===== config.mk =====
export PLATFORM = sky130hd
export DESIGN_NAME = wb_stage
export DESIGN_NICKNAME = d
export VERILOG_FILES = /design/src/rtl/wb_stage.sv
export SDC_FILE = /design/constraint.sdc
export NUM_CORES = 1
export LEC_CHECK = 0
export CORE_ASPECT_RATIO = 0.75
export CORE_UTILIZATION = 50
export DETAILED_ROUTE_END_ITERATION = 10
export DONT_BUFFER_PORTS = 1
export PLACE_DENSITY_LB_ADDON = 0.15
export SYNTH_ARGS = -nofsm -noshare
export SYNTH_HDL_FRONTEND = slang
export SYNTH_SLANG_ARGS = --single-unit

===== constraint.sdc =====
create_clock -name clock -period 3.3 [get_ports clock]
set_input_delay 0 -clock clock [delete_from_list [all_inputs] [get_ports clock]]
set_output_delay 0 -clock clock [all_outputs]
set_load 0.02 [all_outputs]

===== src/rtl/wb_stage.sv =====
// rtl/wb_stage.sv - MIPS write-back stage: load wait/format and single-cycle register write (optional WB_FWD_EN bypass outputs)
module wb_stage #(
  parameter int W = 32
) (
  input  logic         clock,
  input  logic         reset,
  input  logic         in_valid,
  output logic         in_ready,
  input  logic         regwrite_in,
  input  logic         memtoreg_in,
  input  logic         jal_in,
  input  logic [4:0]   wr_in,
  input  logic [W-1:0] alu_result_in,
  input  logic [W-1:0] pc_plus4_in,
  input  logic [1:0]   load_size,
  input  logic         load_unsigned,
  input  logic         dmem_rvalid,
  input  logic [W-1:0] dmem_rdata,
  output logic         regwrite,
  output logic         jal_ra,
  output logic [4:0]   wr_out,
  output logic [W-1:0] write_data_out,
`ifdef WB_FWD_EN
  output logic         fwd_valid,
  output logic [4:0]   fwd_reg,
  output logic [W-1:0] fwd_data,
`endif
  output logic         stall
);

  localparam logic [1:0] IDLE     = 2'd0;
  localparam logic [1:0] WAIT_MEM = 2'd1;
  localparam logic [1:0] WRITE    = 2'd2;

  logic [1:0]   state;
  logic         transfer;

  // Load context held while data memory answers
  logic [4:0]   pend_wr;
  logic         pend_rw;
  logic [1:0]   pend_off;
  logic [1:0]   pend_size;
  logic         pend_uns;

  logic [7:0]   byte_sel;
  logic [15:0]  half_sel;
  logic [W-1:0] fmt_data;

  // Accept whenever not waiting on memory; never while reset is held
  always_comb begin
    in_ready = ~reset && (state != WAIT_MEM);
    stall    = ~in_ready;
    transfer = in_valid && in_ready;
  end

  // Align and extend returned load data using the captured offset and size
  always_comb begin
    byte_sel = 8'h00;
    half_sel = 16'h0000;
    fmt_data = '0;
    case (pend_off)
      2'd0:    byte_sel = dmem_rdata[7:0];
      2'd1:    byte_sel = dmem_rdata[15:8];
      2'd2:    byte_sel = dmem_rdata[23:16];
      default: byte_sel = dmem_rdata[31:24];
    endcase
    // addr[0] deliberately ignored: misaligned halves just take the enclosing half
    half_sel = pend_off[1] ? dmem_rdata[31:16] : dmem_rdata[15:0];
    case (pend_size)
      2'b00:   fmt_data = pend_uns ? {{(W-8){1'b0}}, byte_sel}
                                   : {{(W-8){byte_sel[7]}}, byte_sel};
      2'b01:   fmt_data = pend_uns ? {{(W-16){1'b0}}, half_sel}
                                   : {{(W-16){half_sel[15]}}, half_sel};
      default: fmt_data = dmem_rdata;
    endcase
  end

  // FSM plus registered register-file write port
  always_ff @(posedge clock) begin
    if (reset) begin
      state          <= IDLE;
      regwrite       <= 1'b0;
      jal_ra         <= 1'b0;
      wr_out         <= 5'd0;
      write_data_out <= '0;
      pend_wr        <= 5'd0;
      pend_rw        <= 1'b0;
      pend_off       <= 2'd0;
      pend_size      <= 2'd0;
      pend_uns       <= 1'b0;
    end else begin
      case (state)
        WAIT_MEM: begin
          if (dmem_rvalid) begin
            state          <= WRITE;
            write_data_out <= fmt_data;
            wr_out         <= pend_wr;
            jal_ra         <= 1'b0;
            regwrite       <= pend_rw && (pend_wr != 5'd0);
          end
        end
        default: begin
          // IDLE and WRITE share accept rules, giving back-to-back writes
          if (transfer) begin
            if (jal_in) begin
              state          <= WRITE;
              regwrite       <= 1'b1;
              jal_ra         <= 1'b1;
              wr_out         <= 5'd31;
              write_data_out <= pc_plus4_in;
            end else if (memtoreg_in) begin
              state     <= WAIT_MEM;
              regwrite  <= 1'b0;
              jal_ra    <= 1'b0;
              pend_wr   <= wr_in;
              pend_rw   <= regwrite_in;
              pend_off  <= alu_result_in[1:0];
              pend_size <= load_size;
              pend_uns  <= load_unsigned;
            end else begin
              state          <= WRITE;
              regwrite       <= regwrite_in && (wr_in != 5'd0);
              jal_ra         <= 1'b0;
              wr_out         <= wr_in;
              write_data_out <= alu_result_in;
            end
          end else begin
            state    <= IDLE;
            regwrite <= 1'b0;
            jal_ra   <= 1'b0;
          end
        end
      endcase
    end
  end

`ifdef WB_FWD_EN
  // Bypass copy of the write port for decode-stage forwarding
  always_comb begin
    fwd_valid = regwrite;
    fwd_reg   = jal_ra ? 5'd31 : wr_out;
    fwd_data  = write_data_out;
  end
`endif

endmodule


# Yosys cells after proc, flatten, opt, wreduce, memory -nomap -nowiden
# Cells that the tools add are included.
dict set report classes {
  n_reduce_logical 11
  n_bitwise 4
  mux 29
  n_eq_ne 7
}
# cell count
set ops {}
lappend ops {{$mux W32} 7}
lappend ops {{$pmux W32 S2} 1}
lappend ops {{$mux W5} 5}
lappend ops {{$pmux W8 S3} 1}
lappend ops {{$mux W16} 1}
lappend ops {{$mux W2} 5}
lappend ops {{$reduce_bool A5 Y1} 2}
lappend ops {{$mux W1} 9}
lappend ops {{$eq A2 B1 Y1 const B} 3}
lappend ops {{$logic_and A1 B1 Y1} 4}
lappend ops {{$logic_not A2 Y1} 2}
lappend ops {{$not A1 Y1} 4}
lappend ops {{$reduce_and A4 Y1} 1}
lappend ops {{$ne A3 B1 Y1 const B} 1}
lappend ops {{$reduce_and A3 Y1} 1}
lappend ops {{$eq A2 B2 Y1 const B} 1}
lappend ops {{$ne A2 B1 Y1 const B} 1}
lappend ops {{$ne A2 B2 Y1 const B} 1}
lappend ops {{$reduce_bool A2 Y1} 1}
dict set report totals {
  register_bits 52
  word_cells 61
  output_inout_bits 41
  in_bits 111
}

# Longest topological paths before layout
# Gate-level depths: netlist of the first run.
dict set report depth {
  depth_word 6
  depth_mapped 7
  ltp_nobuf 4
}

# Least setup slack after synthesis of the first run
# Ideal clock, no wire load.
dict set report synth_timing {
  path_kind {register -> register}
  start {register pend_off[1]}
  end {register write_data_out[10]}
  arrival_ns 1.490
  required_ns 3.152
  stages_incl_launch_ff 7
  path_slack_ns 1.663
  path_cell_list {dfxtp_1 > buf_2 > mux2_4 > a32o_1 > buf_6 > a21oi_4 > a221oi_2}
}
dict set report synth_via {
  elab_chain_len 6
  elab_cells_between_ends 10
  classes_between {2 x eq/ne; 7 x mux; 1 x reduce/logical}
}
# item line_no
set synth_lines {}
lappend synth_lines {{from (decl)} 41} ;# logic [1:0] pend_off;
lappend synth_lines {{from (signal assigned)} 117} ;# pend_off <= alu_result_in[1:0];
lappend synth_lines {{$eq A2 B2 Y1, or another cell as far along} 61} ;# case (pend_off)
lappend synth_lines {{$pmux W8 S3} 61}
lappend synth_lines {{$mux W32} 70} ;# 2'b00: fmt_data = pend_uns ? {{(W-8){1'b0}}, byte_sel}
lappend synth_lines {{$pmux W32 S2 (*)} 69} ;# case (pend_size)
lappend synth_lines {{$mux W32 (*)} 94} ;# if (dmem_rvalid) begin
lappend synth_lines {{$mux W32 (*)} 92} ;# case (state)
lappend synth_lines {{to (signal assigned)} 96} ;# write_data_out <= fmt_data;
lappend synth_lines {{to (signal assigned)} 110} ;# write_data_out <= pc_plus4_in;
lappend synth_lines {{to (signal assigned)} 125} ;# write_data_out <= alu_result_in;
lappend synth_lines {{to (decl)} 22} ;# output logic [W-1:0] write_data_out,
# Every way passes the cells marked *; elsewhere a longest branch is shown, timed or not. The select of a mux whose other input is x is not followed.
# A chain may end at the register's enable or synchronous reset.

# Worst setup path in the final report of the first run
dict set report layout_timing {
  start {register state[1]}
  end {register write_data_out[2]}
}
dict set report layout_via {
  elab_chain_len 5
  elab_cells_between_ends 9
  classes_between {4 x eq/ne; 1 x mux; 4 x reduce/logical}
}
# item line_no
set layout_lines {}
lappend layout_lines {{from (decl)} 35} ;# logic [1:0] state;
lappend layout_lines {{from (signal assigned)} 81} ;# state <= IDLE;
lappend layout_lines {{from (signal assigned)} 95} ;# state <= WRITE;
lappend layout_lines {{from (signal assigned)} 106} ;# state <= WRITE;
lappend layout_lines {{$ne A2 B1 Y1} 51} ;# in_ready = ~reset && (state != WAIT_MEM);
lappend layout_lines {{$logic_and A1 B1 Y1} 51}
lappend layout_lines {{$logic_and A1 B1 Y1} 53} ;# transfer = in_valid && in_ready;
lappend layout_lines {{$reduce_bool A2 Y1 (no line)} n/a}
lappend layout_lines {{$reduce_and A3 Y1 (no line)} n/a}
# Several ways; a longest one is shown, not always the timed one.

==> results of run 1 <==
==> flip-flops by register name, summed over array words and instances, names as in the netlist <==
register        cells
pend_wr             5
wr_out              5
jal_ra              1
state               2
pend_size           2
pend_uns            1
pend_rw             1
regwrite            1
write_data_out     32
pend_off            2
==> worst max-delay path: cells and delay by family (launching register included) <==
family	cells	cell delay, ns
buffers and inverters	1	0.56
AO/OA/AOI/OAI	3	1.23
AND/OR/NAND/NOR	1	0.49
flip-flops	1	0.34
==> per-layer routing <==
metal  part of all wire [%]  GRT usage, %  up-vias  wire length (µm)
li1                       -             -     1505                 -
met1                     45          38.5     1482              4600
met2                     44          46.6      145              4450
met3                     10          9.71       11              1020
met4                    1.1          6.80        0               115
met5                      0             0        -                 0
==> cells in the mapped netlist, types with 2 or more instances <==
cell      instances  area share (%)
mux2i_1          31             9.2
buf_6             2            0.67
o21ai_0           8             1.2
or3_1             5            0.92
nor2_1           17             1.9
a221o_1          16             4.7
clkinv_1          2            0.22
a21oi_1          25             3.7
buf_4             5             1.1
inv_1             4            0.44
buf_2            12             1.8
nor2b_1          27             5.0
nand2b_1          6             1.1
nand2_1          31             3.4
clkbuf_1         19             2.1
a221oi_2          8             3.5
nand3b_1          3            0.67
o211ai_1          7             1.6
a22o_1            8             2.1
a211oi_1         18             4.0
o22ai_1           6             1.1
a21o_1           10             2.2
dfxtp_1          52              31
mux2_2            8             2.7
nor3_1            3            0.44
a22oi_1           8             1.8
o31ai_1          17             3.8
a32oi_1           6             1.6
==> repair_timing <==
| action | CTS | global route |
|---|---|---|
| hold buffers | 46 | 0 |
| endpoints found under the setup margin | 0 | 0 |
| hold endpoints to repair | 51 | 0 |
==> path summary, 6_finish.rpt <==
path                                      start                 end  slack, ns  cells past startpoint
worst max-delay path                   state[1]   write_data_out[2]       0.62                      5
worst min-delay path            pc_plus4_in[31]  write_data_out[31]      0.004                      2
worst max register to register         state[1]   write_data_out[2]       0.62                      5
worst min register to register       pend_wr[4]          pend_wr[4]       0.53                      2
==> cells by family after synthesis <==
logic type,count (synthesis)
compound gates,147
flops,52
mux,40
simple gates,100
buf+inv,44
==> power by group through the flow <==
stage | Sequential (mW) | Clock, mW | Combinational [mW]
after CTS | 0.735 | 0.407 | 0.253
after floorplan | 0.739 | 0 | 0.183
after detailed placement | 0.749 | 0 | 0.190
after global routing | 0.740 | 0.438 | 0.279
after global placement | 0.749 | 0 | 0.186
final | 0.734 | 0.393 | 0.255
==> area by class of cell <==
cell class / count / area, µm²
multi-input cells: 287 / 2140
repair buffers: 52 / 515
clock inverters: 3 / 25.0
well taps: 81 / 101
flip-flops and latches: 52 / 1040
fillers: 549 / 2500
inverters: 6 / 22.5
clock buffers: 5 / 68.8
==> through the flow <==
step | instance area [µm²] | utilization (%)
2_1_floorplan | 3380 | -
3_3_place_gp | 3350 | 52.3
3_5_place_dp | 3350 | 52.3
4_1_cts | 3920 | 61.1
5_1_grt | 3920 | 61.1
6_report | 3920 | 61.1
==> out/results.ini, run 1 <==
[final_layout]
final_cell_mix=52 x dfxtp_1, 45 x dlygate4sd3_1, 31 x nand2_1, 31 x mux2i_1, 27 x nor2b_1
drive_above_1_share_pct=10.1
nNetsFinal=515
layout_commonest_cell=dfxtp_1
stdcell_count=486
diodes=0
areaGrowthSynthToFinish_pct=15.7

[placement]
io_buffers=0
pre_cts_ws_ns=1.15
hpwl_um=6840
dp.cells=432
place_congestion=0.829

[setup_path]
crit_type=register to register
startpoint_type=register
worstPathArrival_ns=2.95
cp_cell_sequence=nand2b_1 -> a311oi_4 -> a32oi_1 -> o21ai_0 -> dlygate4sd3_1
crit_fanout=22
cp-end-kind=register
critical_path_required_ns=3.56
max_stage_delay_ns=0.98
crit_slowest_cell=a311oi_4

[yosys]
synthXorXnorAreaFrac_pct=0
synthesis.nets=494
synth_mux_area_share_pct=12.3
synth_top_family_by_area=compound AO/OA/AOI/OAI gates
synth_cell_types=47
yosysWarningCount=0
synth_compound_area_share_pct=34.7
synthCells=383
ys_seq_area_share_pct=30.8
async_flop_share_pct=0
yosys.area_share.simple_pct=15.9
synthAdderAreaFrac_pct=0
synth_edf_count=0
synth_area_um2=3380
ys_dominant_reg_cell=dfxtp_1
synth_seq_cells=52
avgSynthCellArea_um2=8.84

[flow_run]
drv_cap=0

[power]
clkPwrFrac_pct=28.4
vdd_drop_max_mv=0.187
combPwrFrac_pct=18.4
finalPower_mw=1.38
powerDensity_nw_per_um2=353
switching_share_pct=31.2
seq_power_share_pct=53.1
p_int_mw=0.951
p_switching_mw=0.432
leakagePower_nw=1.34

[grt]
grt_pass1_wl_um=16000
antenna_found_initial=0
first_global_vias=2993
overflow=0
grt_max_degree=38
grt_use_total_pct=29.2

[floorplanning]
start_util_pct=52.8
die_h_um=73.3
dieArea_um2=7110
rows=25
coreArea_um2=6410
io_pins=152
die_x_um=97

[clock_network]
numCtsBuffers=5
cts_resized=0
cts.htree.levels=2
cts_setup_buffers=0
cts_tree=yes
insertion_delay_ns=0.31
cts-root-buf=clkbuf_8
cts_sinks=52
clk_pin_slew_ns=0.11
clock_path_buffers=2

[timing]
period_share_pct=81.3
rsz0062_at_grt=false
fmax_mhz=373
fin_ws_ns=0.615
whs_ns=0.00357
period_needed_ns=2.68
tightest_slew_ns=1.02
hold_viol_final=0
max_slew_margin_pct=32.1
clock_skew_ns=0.0121
setup_tns_ns=0
setup_viol=0
drv_slew=0

[routing]
drtIter0Drc=245
vias_per_cell=6.47
vias=3143
drcViolationCount=0
drt_wl_total_um=10200
antenna_left=0
drtPass1Iterations=5
avgRoutedWirePerCell_um=21.0

[outcome]
status=complete, no violations

[min_path]
hold_class=primary input to register

(Power assumes the default switching activity.)
==> run 2, diff against run 1 <==
clock period = 2.6 ns   (was 3.3 ns; I/O delays follow)
==> run 2 against run 1 <==
Net effect: the flow now finishes with violations (hold timing); fmax grew 8.0%; final area grew 1.0%; clock skew decreased by 0.0060 ns; combinational power is 29% higher; register-to-register slack worse by 0.50 ns; sequential cell count stayed put; sequential power grew 27%; clock power up 50%; die area unchanged; count of clock-buffer cells in the layout did not move; worst setup slack got worse by 0.50 ns; sequential share of layout area down 0.27 points; critical path type unchanged; largest cell class unchanged; largest power group unchanged.
==> out/results.ini, run 2 (same netlist as run 1, synthesis figures left out) <==
[timing]
tightest_slew_ns=0.848  ; was 1.02 ns
fmax_mhz=402  ; was 373 MHz
drv_slew=0  ; unchanged
whs_ns=-0.00665  ; was 0.00357 ns
hold_viol_final=2  ; was 0
max_slew_margin_pct=43.3  ; was 32.1%
period_share_pct=95.6  ; was 81.3%
clock_skew_ns=0.00616  ; was 0.0121 ns
period_needed_ns=2.49  ; was 2.68 ns
setup_tns_ns=0  ; unchanged
rsz0062_at_grt=false  ; unchanged
setup_viol=0  ; unchanged

[power]
seq_power_share_pct=50.4  ; was 53.1%
switching_share_pct=29.5  ; was 31.2%
p_switching_mw=0.545  ; was 0.432 mW
p_int_mw=1.30  ; was 0.951 mW
clkPwrFrac_pct=31.9  ; was 28.4%
vdd_drop_max_mv=0.283  ; was 0.187 mV
leakagePower_nw=1.36  ; was 1.34 nW
powerDensity_nw_per_um2=467  ; was 353 nW/µm²
combPwrFrac_pct=17.7  ; was 18.4%

[routing]
antenna_left=0  ; unchanged
drt_wl_total_um=10300  ; was 10200 µm
drtPass1Iterations=5  ; unchanged
vias_per_cell=6.44  ; was 6.47
drcViolationCount=0  ; unchanged
drtIter0Drc=249  ; was 245
vias=3148  ; was 3143
avgRoutedWirePerCell_um=21.0  ; about the same

[floorplanning]
die_h_um=73.3  ; unchanged
io_pins=152  ; unchanged
start_util_pct=52.8  ; unchanged
coreArea_um2=6410  ; unchanged
rows=25  ; unchanged
dieArea_um2=7110  ; unchanged
die_x_um=97  ; unchanged

[setup_path]
worstPathArrival_ns=2.70  ; was 2.95 ns
r2r_end=write_data_out[9]  ; was write_data_out[2]
crit_type=register to register  ; unchanged
crit_slowest_cell=dlygate4sd3_1  ; was a311oi_4
cp-end-kind=register  ; unchanged
crit_fanout=18  ; was 22
r2r-start=pend_off[1]  ; was state[1]
max_stage_delay_ns=0.57  ; was 0.98 ns
startpoint_type=register  ; unchanged
r2r_cells=5  ; unchanged
cp_cell_sequence=mux2_2 -> a32o_2 -> a21oi_4 -> a221oi_2 -> dlygate4sd3_1  ; was nand2b_1 -> a311oi_4 -> a32oi_1 -> o21ai_0 -> dlygate4sd3_1
regToRegSetupSlack_ns=0.11  ; was 0.62 ns
critical_path_required_ns=2.81  ; was 3.56 ns

[final_layout]
multiInputGateArea_um2=2140  ; about the same
final_cell_mix=52 x dfxtp_1, 43 x dlygate4sd3_1, 31 x nand2_1, 31 x mux2i_1, 27 x nor2b_1  ; was 52 x dfxtp_1, 45 x dlygate4sd3_1, 31 x nand2_1, 31 x mux2i_1, 27 x nor2b_1
drive_above_1_share_pct=11.5  ; was 10.1%
largest_reg_flops=32  ; unchanged
nNetsFinal=518  ; was 515
diodes=0  ; unchanged
top_regs=write_data_out x32, pend_wr x5, wr_out x5  ; unchanged
stdcell_count=489  ; was 486
regArea_um2=1040  ; unchanged
layout_commonest_cell=dfxtp_1  ; unchanged
areaGrowthSynthToFinish_pct=16.9  ; was 15.7%
final_cell_area_um2=3960  ; was 3920 µm²
final_util_pct=61.7  ; was 61.1%
top_register=write_data_out  ; unchanged
fill_cells=579  ; was 549

[placement]
place_congestion=0.887  ; was 0.829
dp.cells=437  ; was 432
post_dp_cell_area_um2=3390  ; was 3350 µm²
io_buffers=0  ; unchanged
hpwl_um=6960  ; was 6840 µm

[grt]
grt_pass1_wl_um=16300  ; was 16000 µm
overflow=0  ; unchanged
grt_max_degree=41  ; was 38
grt_use_total_pct=29.3  ; was 29.2%
antenna_found_initial=0  ; unchanged
first_global_vias=2975  ; was 2993

[clock_network]
cts_tree=yes  ; unchanged
cts_sinks=52  ; unchanged
cts.htree.levels=2  ; unchanged
cts_setup_buffers=0  ; unchanged
numCtsBuffers=5  ; unchanged
cts-root-buf=clkbuf_8  ; unchanged
clk_pin_slew_ns=0.11  ; about the same
insertion_delay_ns=0.31  ; about the same
clock_path_buffers=2  ; unchanged

[min_path]
hold_class=primary input to register  ; unchanged
worstHoldStart=alu_result_in[3]  ; was pc_plus4_in[31]
hold_end=write_data_out[3]  ; was write_data_out[31]
whs_path_depth=3  ; was 2

[flow_run]
drv_cap=0  ; unchanged

[outcome]
failed_checks=hold timing
status=finished, violations left  ; was complete, no violations

[run 2: changes by cell type in the layout (fill, tap and decap cells not counted)]
cell,delta
buf_4,+5
a32o_2,+1
dlygate4sd3_1,-2
a32o_1,-1
inv_6,-1
bufinv_16,+1
[run 2: per-layer routing]
metal	global-route usage (%)	vias up	share of wire (%)
li1	-	1503	-
met1	39.4	1490	44
met2	46.5	146	45
met3	9.42	9	9.8
met4	6.14	0	0.86
met5	0	-	0
[run 2: worst max path at each step]
stage                start            endpoint  cells after the start
2_1_floorplan  pend_off[1]  write_data_out[10]                      6
3_3_place_gp   pend_off[1]  write_data_out[11]                      4
3_5_place_dp   pend_off[1]   write_data_out[8]                      4
4_1_cts        pend_off[1]   write_data_out[9]                      5
5_1_grt        pend_off[1]   write_data_out[9]                      6
6_report       pend_off[1]   write_data_out[9]                      5
[run 2: power groups by stage]
stage / combinational [mW] / sequential [mW] / clock (mW)
6_report: 0.328 / 0.930 / 0.589
3_5_place_dp: 0.247 / 0.949 / 0
4_1_cts: 0.324 / 0.930 / 0.596
2_1_floorplan: 0.232 / 0.937 / 0
5_1_grt: 0.360 / 0.936 / 0.627
3_3_place_gp: 0.242 / 0.948 / 0
[run 2: timing repair]
item | 4_1_cts | 5_1_grt
setup endpoints to repair | 0 | 1
hold buffers | 44 | 0
endpoints found under the hold margin | 51 | 0
resized for setup | 0 | 1
[run 2: critical path: cells and delay by family (launching register included)]
family | cells | cell delay (ns)
DFF | 1 | 0.39
buffers and inverters | 1 | 0.57
muxes | 1 | 0.49
AOI/OAI and AO/OA | 3 | 0.93
[run 2: metrics by stage]
step                setup slack (ns)  power, mW  hold WS [ns]
finish                         0.114       1.85      -0.00665
global route               0.0000149       1.92       0.00445
CTS                           0.0171       1.85      0.000120
detailed placement             0.548       1.20        0.0736
global placement               0.627       1.19        0.0717
floorplan                      0.963       1.17         0.147
[run 2: layout make-up]
class                   instances  share of cell area [%]
flip-flops and latches         52                    26.3
clock inverters                 3                    1.17
repair buffers                 55                    13.5
clock buffers                   5                    1.74
multi-input cells             287                    54.2
inverters                       6                   0.569
well taps                      81                    2.56
==> run 3, diff against run 2 <==
ABC_AREA = 1   (was default)
REMOVE_ABC_BUFFERS = 1   (was default)
==> run 3 against run 2 <==
Net effect: the flow still finishes with violations (hold timing); fmax rose by 2.6%; total power rose by 3.1%; hold slack improved by 0.0063 ns; cell count rose by 41%; sequential share of layout area fell by 1.7 points; worst setup slack improved by 0.064 ns; die area rose by 0.94%; area after synthesis rose by 0.96%; global-route usage rose by 1.3 points; synthesized cell count rose by 45%; largest cell class unchanged; highest routed layer unchanged.
==> out/results.ini, run 3 <==
[setup_path]
crit_type=register to register  ; unchanged
crit_slowest_cell=dlygate4sd3_1  ; unchanged
crit_fanout=34  ; was 18
cp-end-kind=register  ; unchanged
startpoint_type=register  ; unchanged
cp_cell_sequence=inv_1 -> nor2_4 -> inv_2 -> buf_4 -> nand3_1 -> dlygate4sd3_1 -> nand2_1 -> dlygate4sd3_1 -> a21oi_2  ; was mux2_2 -> a32o_2 -> a21oi_4 -> a221oi_2 -> dlygate4sd3_1
path_common_cell=dlygate4sd3_1
critical_path_required_ns=2.86  ; was 2.81 ns
worstPathArrival_ns=2.68  ; was 2.70 ns
max_stage_delay_ns=0.57  ; about the same

[power]
p_int_mw=1.26  ; was 1.30 mW
combPwrFrac_pct=24.0  ; was 17.7%
powerDensity_nw_per_um2=451  ; was 467 nW/µm²
switching_share_pct=34.1  ; was 29.5%
vdd_drop_max_mv=0.283  ; about the same
seq_power_share_pct=49.1  ; was 50.4%
p_switching_mw=0.648  ; was 0.545 mW
leakagePower_nw=1.90  ; was 1.36 nW
clkPwrFrac_pct=26.9  ; was 31.9%

[final_layout]
top_register=write_data_out  ; unchanged
top_regs=write_data_out x32, pend_wr x5, wr_out x5  ; unchanged
diodes=0  ; unchanged
areaGrowthSynthToFinish_pct=23.7  ; was 16.9%
nNetsFinal=718  ; was 518
drive_above_1_share_pct=8.22  ; was 11.5%
final_cell_area_um2=4230  ; was 3960 µm²
largest_reg_flops=32  ; unchanged
final_util_pct=65.6  ; was 61.7%
layout_commonest_cell=nand2_1  ; was dfxtp_1
stdcell_count=689  ; was 489
final_cell_mix=204 x nand2_1, 73 x dlygate4sd3_1, 65 x nand3_1, 52 x dfxtp_1, 49 x a21oi_1  ; was 52 x dfxtp_1, 43 x dlygate4sd3_1, 31 x nand2_1, 31 x mux2i_1, 27 x nor2b_1

[yosys]
synth_commonest_cells=204 x nand2_1, 65 x nand3_1, 52 x dfxtp_1  ; was 52 x dfxtp_1, 31 x mux2i_1, 31 x nand2_1
ys_dominant_reg_cell=dfxtp_1  ; unchanged
synth_cell_types=27  ; was 47
synth_most_common_cell=nand2_1  ; was dfxtp_1
synth_top_cell_area_share_pct=30.5  ; was 30.8%
synth_seq_cells=52  ; unchanged
synth_edf_count=0  ; unchanged
synthCells=555  ; was 383
ys_seq_area_share_pct=30.5  ; was 30.8%
synth_area_um2=3420  ; was 3380 µm²
avgSynthCellArea_um2=6.16  ; was 8.84 µm²
synthTopCellsByArea=dfxtp_1 30%, nand2_1 22%, nand3_1 9.5%, a21oi_1 7.2%, o21ai_1 5.4%  ; was dfxtp_1 31%, mux2i_1 9.2%, nor2b_1 5.0%, a221o_1 4.7%, a211oi_1 4.0%
async_flop_share_pct=0  ; unchanged
yosysWarningCount=0  ; unchanged
yosys.area.top_type=dfxtp_1  ; unchanged

[floorplanning]
coreArea_um2=6440  ; was 6410 µm²
die_x_um=97.5  ; was 97 µm
start_util_pct=53.0  ; was 52.8%
rows=25  ; unchanged
dieArea_um2=7170  ; was 7110 µm²
die_h_um=73.6  ; was 73.3 µm
io_pins=152  ; unchanged

[clock_network]
insertion_delay_ns=0.32  ; was 0.31 ns
cts.htree.levels=2  ; unchanged
cts_tree=yes  ; unchanged
cts_setup_buffers=0  ; unchanged
cts_sinks=52  ; unchanged
cts-root-buf=clkbuf_8  ; unchanged
clk_pin_slew_ns=0.12  ; was 0.11 ns
clock_path_buffers=2  ; unchanged
numCtsBuffers=5  ; unchanged
cts_resized=0  ; unchanged
postCtsHoldBufs=74  ; was 44

[timing]
tightest_slew_ns=1.09  ; was 0.848 ns
rsz0062_at_grt=false  ; unchanged
max_slew_margin_pct=27.0  ; was 43.3%
period_share_pct=93.1  ; was 95.6%
setup_tns_ns=0  ; unchanged
setup_viol=0  ; unchanged
fmax_mhz=413  ; was 402 MHz
drv_slew=0  ; unchanged
clock_skew_ns=0.0161  ; was 0.00616 ns
hold_viol_final=1  ; was 2
period_needed_ns=2.42  ; was 2.49 ns
whs_ns=-0.000361  ; was -0.00665 ns

[routing]
antenna_left=0  ; unchanged
drtIter0Drc=201  ; was 249
avgRoutedWirePerCell_um=15.9  ; was 21.0 µm
drtPass1Iterations=5  ; unchanged
vias=3856  ; was 3148
drt_wl_total_um=10900  ; was 10300 µm
drcViolationCount=0  ; unchanged
vias_per_cell=5.60  ; was 6.44

[flow_run]
drv_cap=0  ; unchanged

[grt]
grt_max_degree=35  ; was 41
antenna_found_initial=0  ; unchanged
first_global_vias=3776  ; was 2975
grt_pass1_wl_um=17700  ; was 16300 µm
grt_use_total_pct=30.7  ; was 29.3%
overflow=0  ; unchanged

[outcome]
failed_checks=hold timing  ; unchanged
status=finished, violations left  ; unchanged

[min_path]
hold_class=primary input to register  ; unchanged

[placement]
place_congestion=0.889  ; was 0.887
dp.cells=607  ; was 437
post_dp_cell_area_um2=3380  ; was 3390 µm²
hpwl_um=6800  ; was 6960 µm
io_buffers=0  ; unchanged

==> run 3: cell types whose count changed after synthesis, moves of 27 or more <==
cell | before | now
nand2_1 | 31 | 204
inv_1 | 4 | 36
nand3_1 | 1 | 65
nor2b_1 | 27 | 0
o21ai_1 | 0 | 37
mux2i_1 | 31 | 0
==> run 3: layout make-up <==
class | instances | area, µm²
fill | 602 | 2220
timing repair buffer | 82 | 823
multi-input combinational | 426 | 2020
clock inverter | 3 | 25.0
tap | 81 | 101
sequential | 52 | 1040
inverter | 40 | 150
clock buffer | 5 | 68.8
==> run 3: per-layer routing <==
| layer | up-vias | wire (µm) | global-route usage [%] |
|---|---|---|---|
| li1 | 1909 | - | - |
| met1 | 1761 | 4530 | 37.2 |
| met3 | 10 | 1210 | 9.99 |
| met5 | - | 0 | 0 |
| met2 | 176 | 5120 | 53.7 |
| met4 | 0 | 90 | 6.54 |
==> run 3: worst paths after layout <==
kind	slack, ns	startpoint	cells after the start	to
worst max-delay path	0.18	state[0]	9	write_data_out[17]
worst min-delay path	-0.0004	dmem_rdata[22]	4	write_data_out[22]
worst max register to register	0.18	state[0]	9	write_data_out[17]
worst min register to register	0.49	pend_wr[4]	2	pend_wr[4]
==> run 3: critical path: cells and delay by family, from the launching register on <==
kind	cells	cell delay, ns
buffers and inverters	5	1.53
DFF	1	0.33
and+or+nand+nor	3	0.37
AOI/OAI and AO/OA	1	0.12
==> run 3: cells by family (layout without fill, tap and decap cells) <==
group	Yosys count	count (layout)	synth area share, %
flops	52	52	30.5
simple gates	304	304	38.2
compound gates	122	122	20.8
buf+inv	77	130	10.5
==> run 3: power groups by stage <==
stage,clock [mW],sequential (mW),combinational [mW]
after floorplan,0,0.946,0.247
after global placement,0,0.951,0.313
after detailed placement,0,0.952,0.320
after CTS,0.515,0.934,0.447
after global routing,0.544,0.940,0.508
final,0.512,0.934,0.457
==> run 3: stage by stage <==
stage	power (mW)	setup slack (ns)	hold slack [ns]
2_1_floorplan	1.19	0.152	0.0546
3_3_place_gp	1.26	0.762	0.0605
3_5_place_dp	1.27	0.690	0.0598
4_1_cts	1.90	0.247	0.0000189
5_1_grt	1.99	0.0903	0.0133
6_report	1.90	0.178	-0.000361
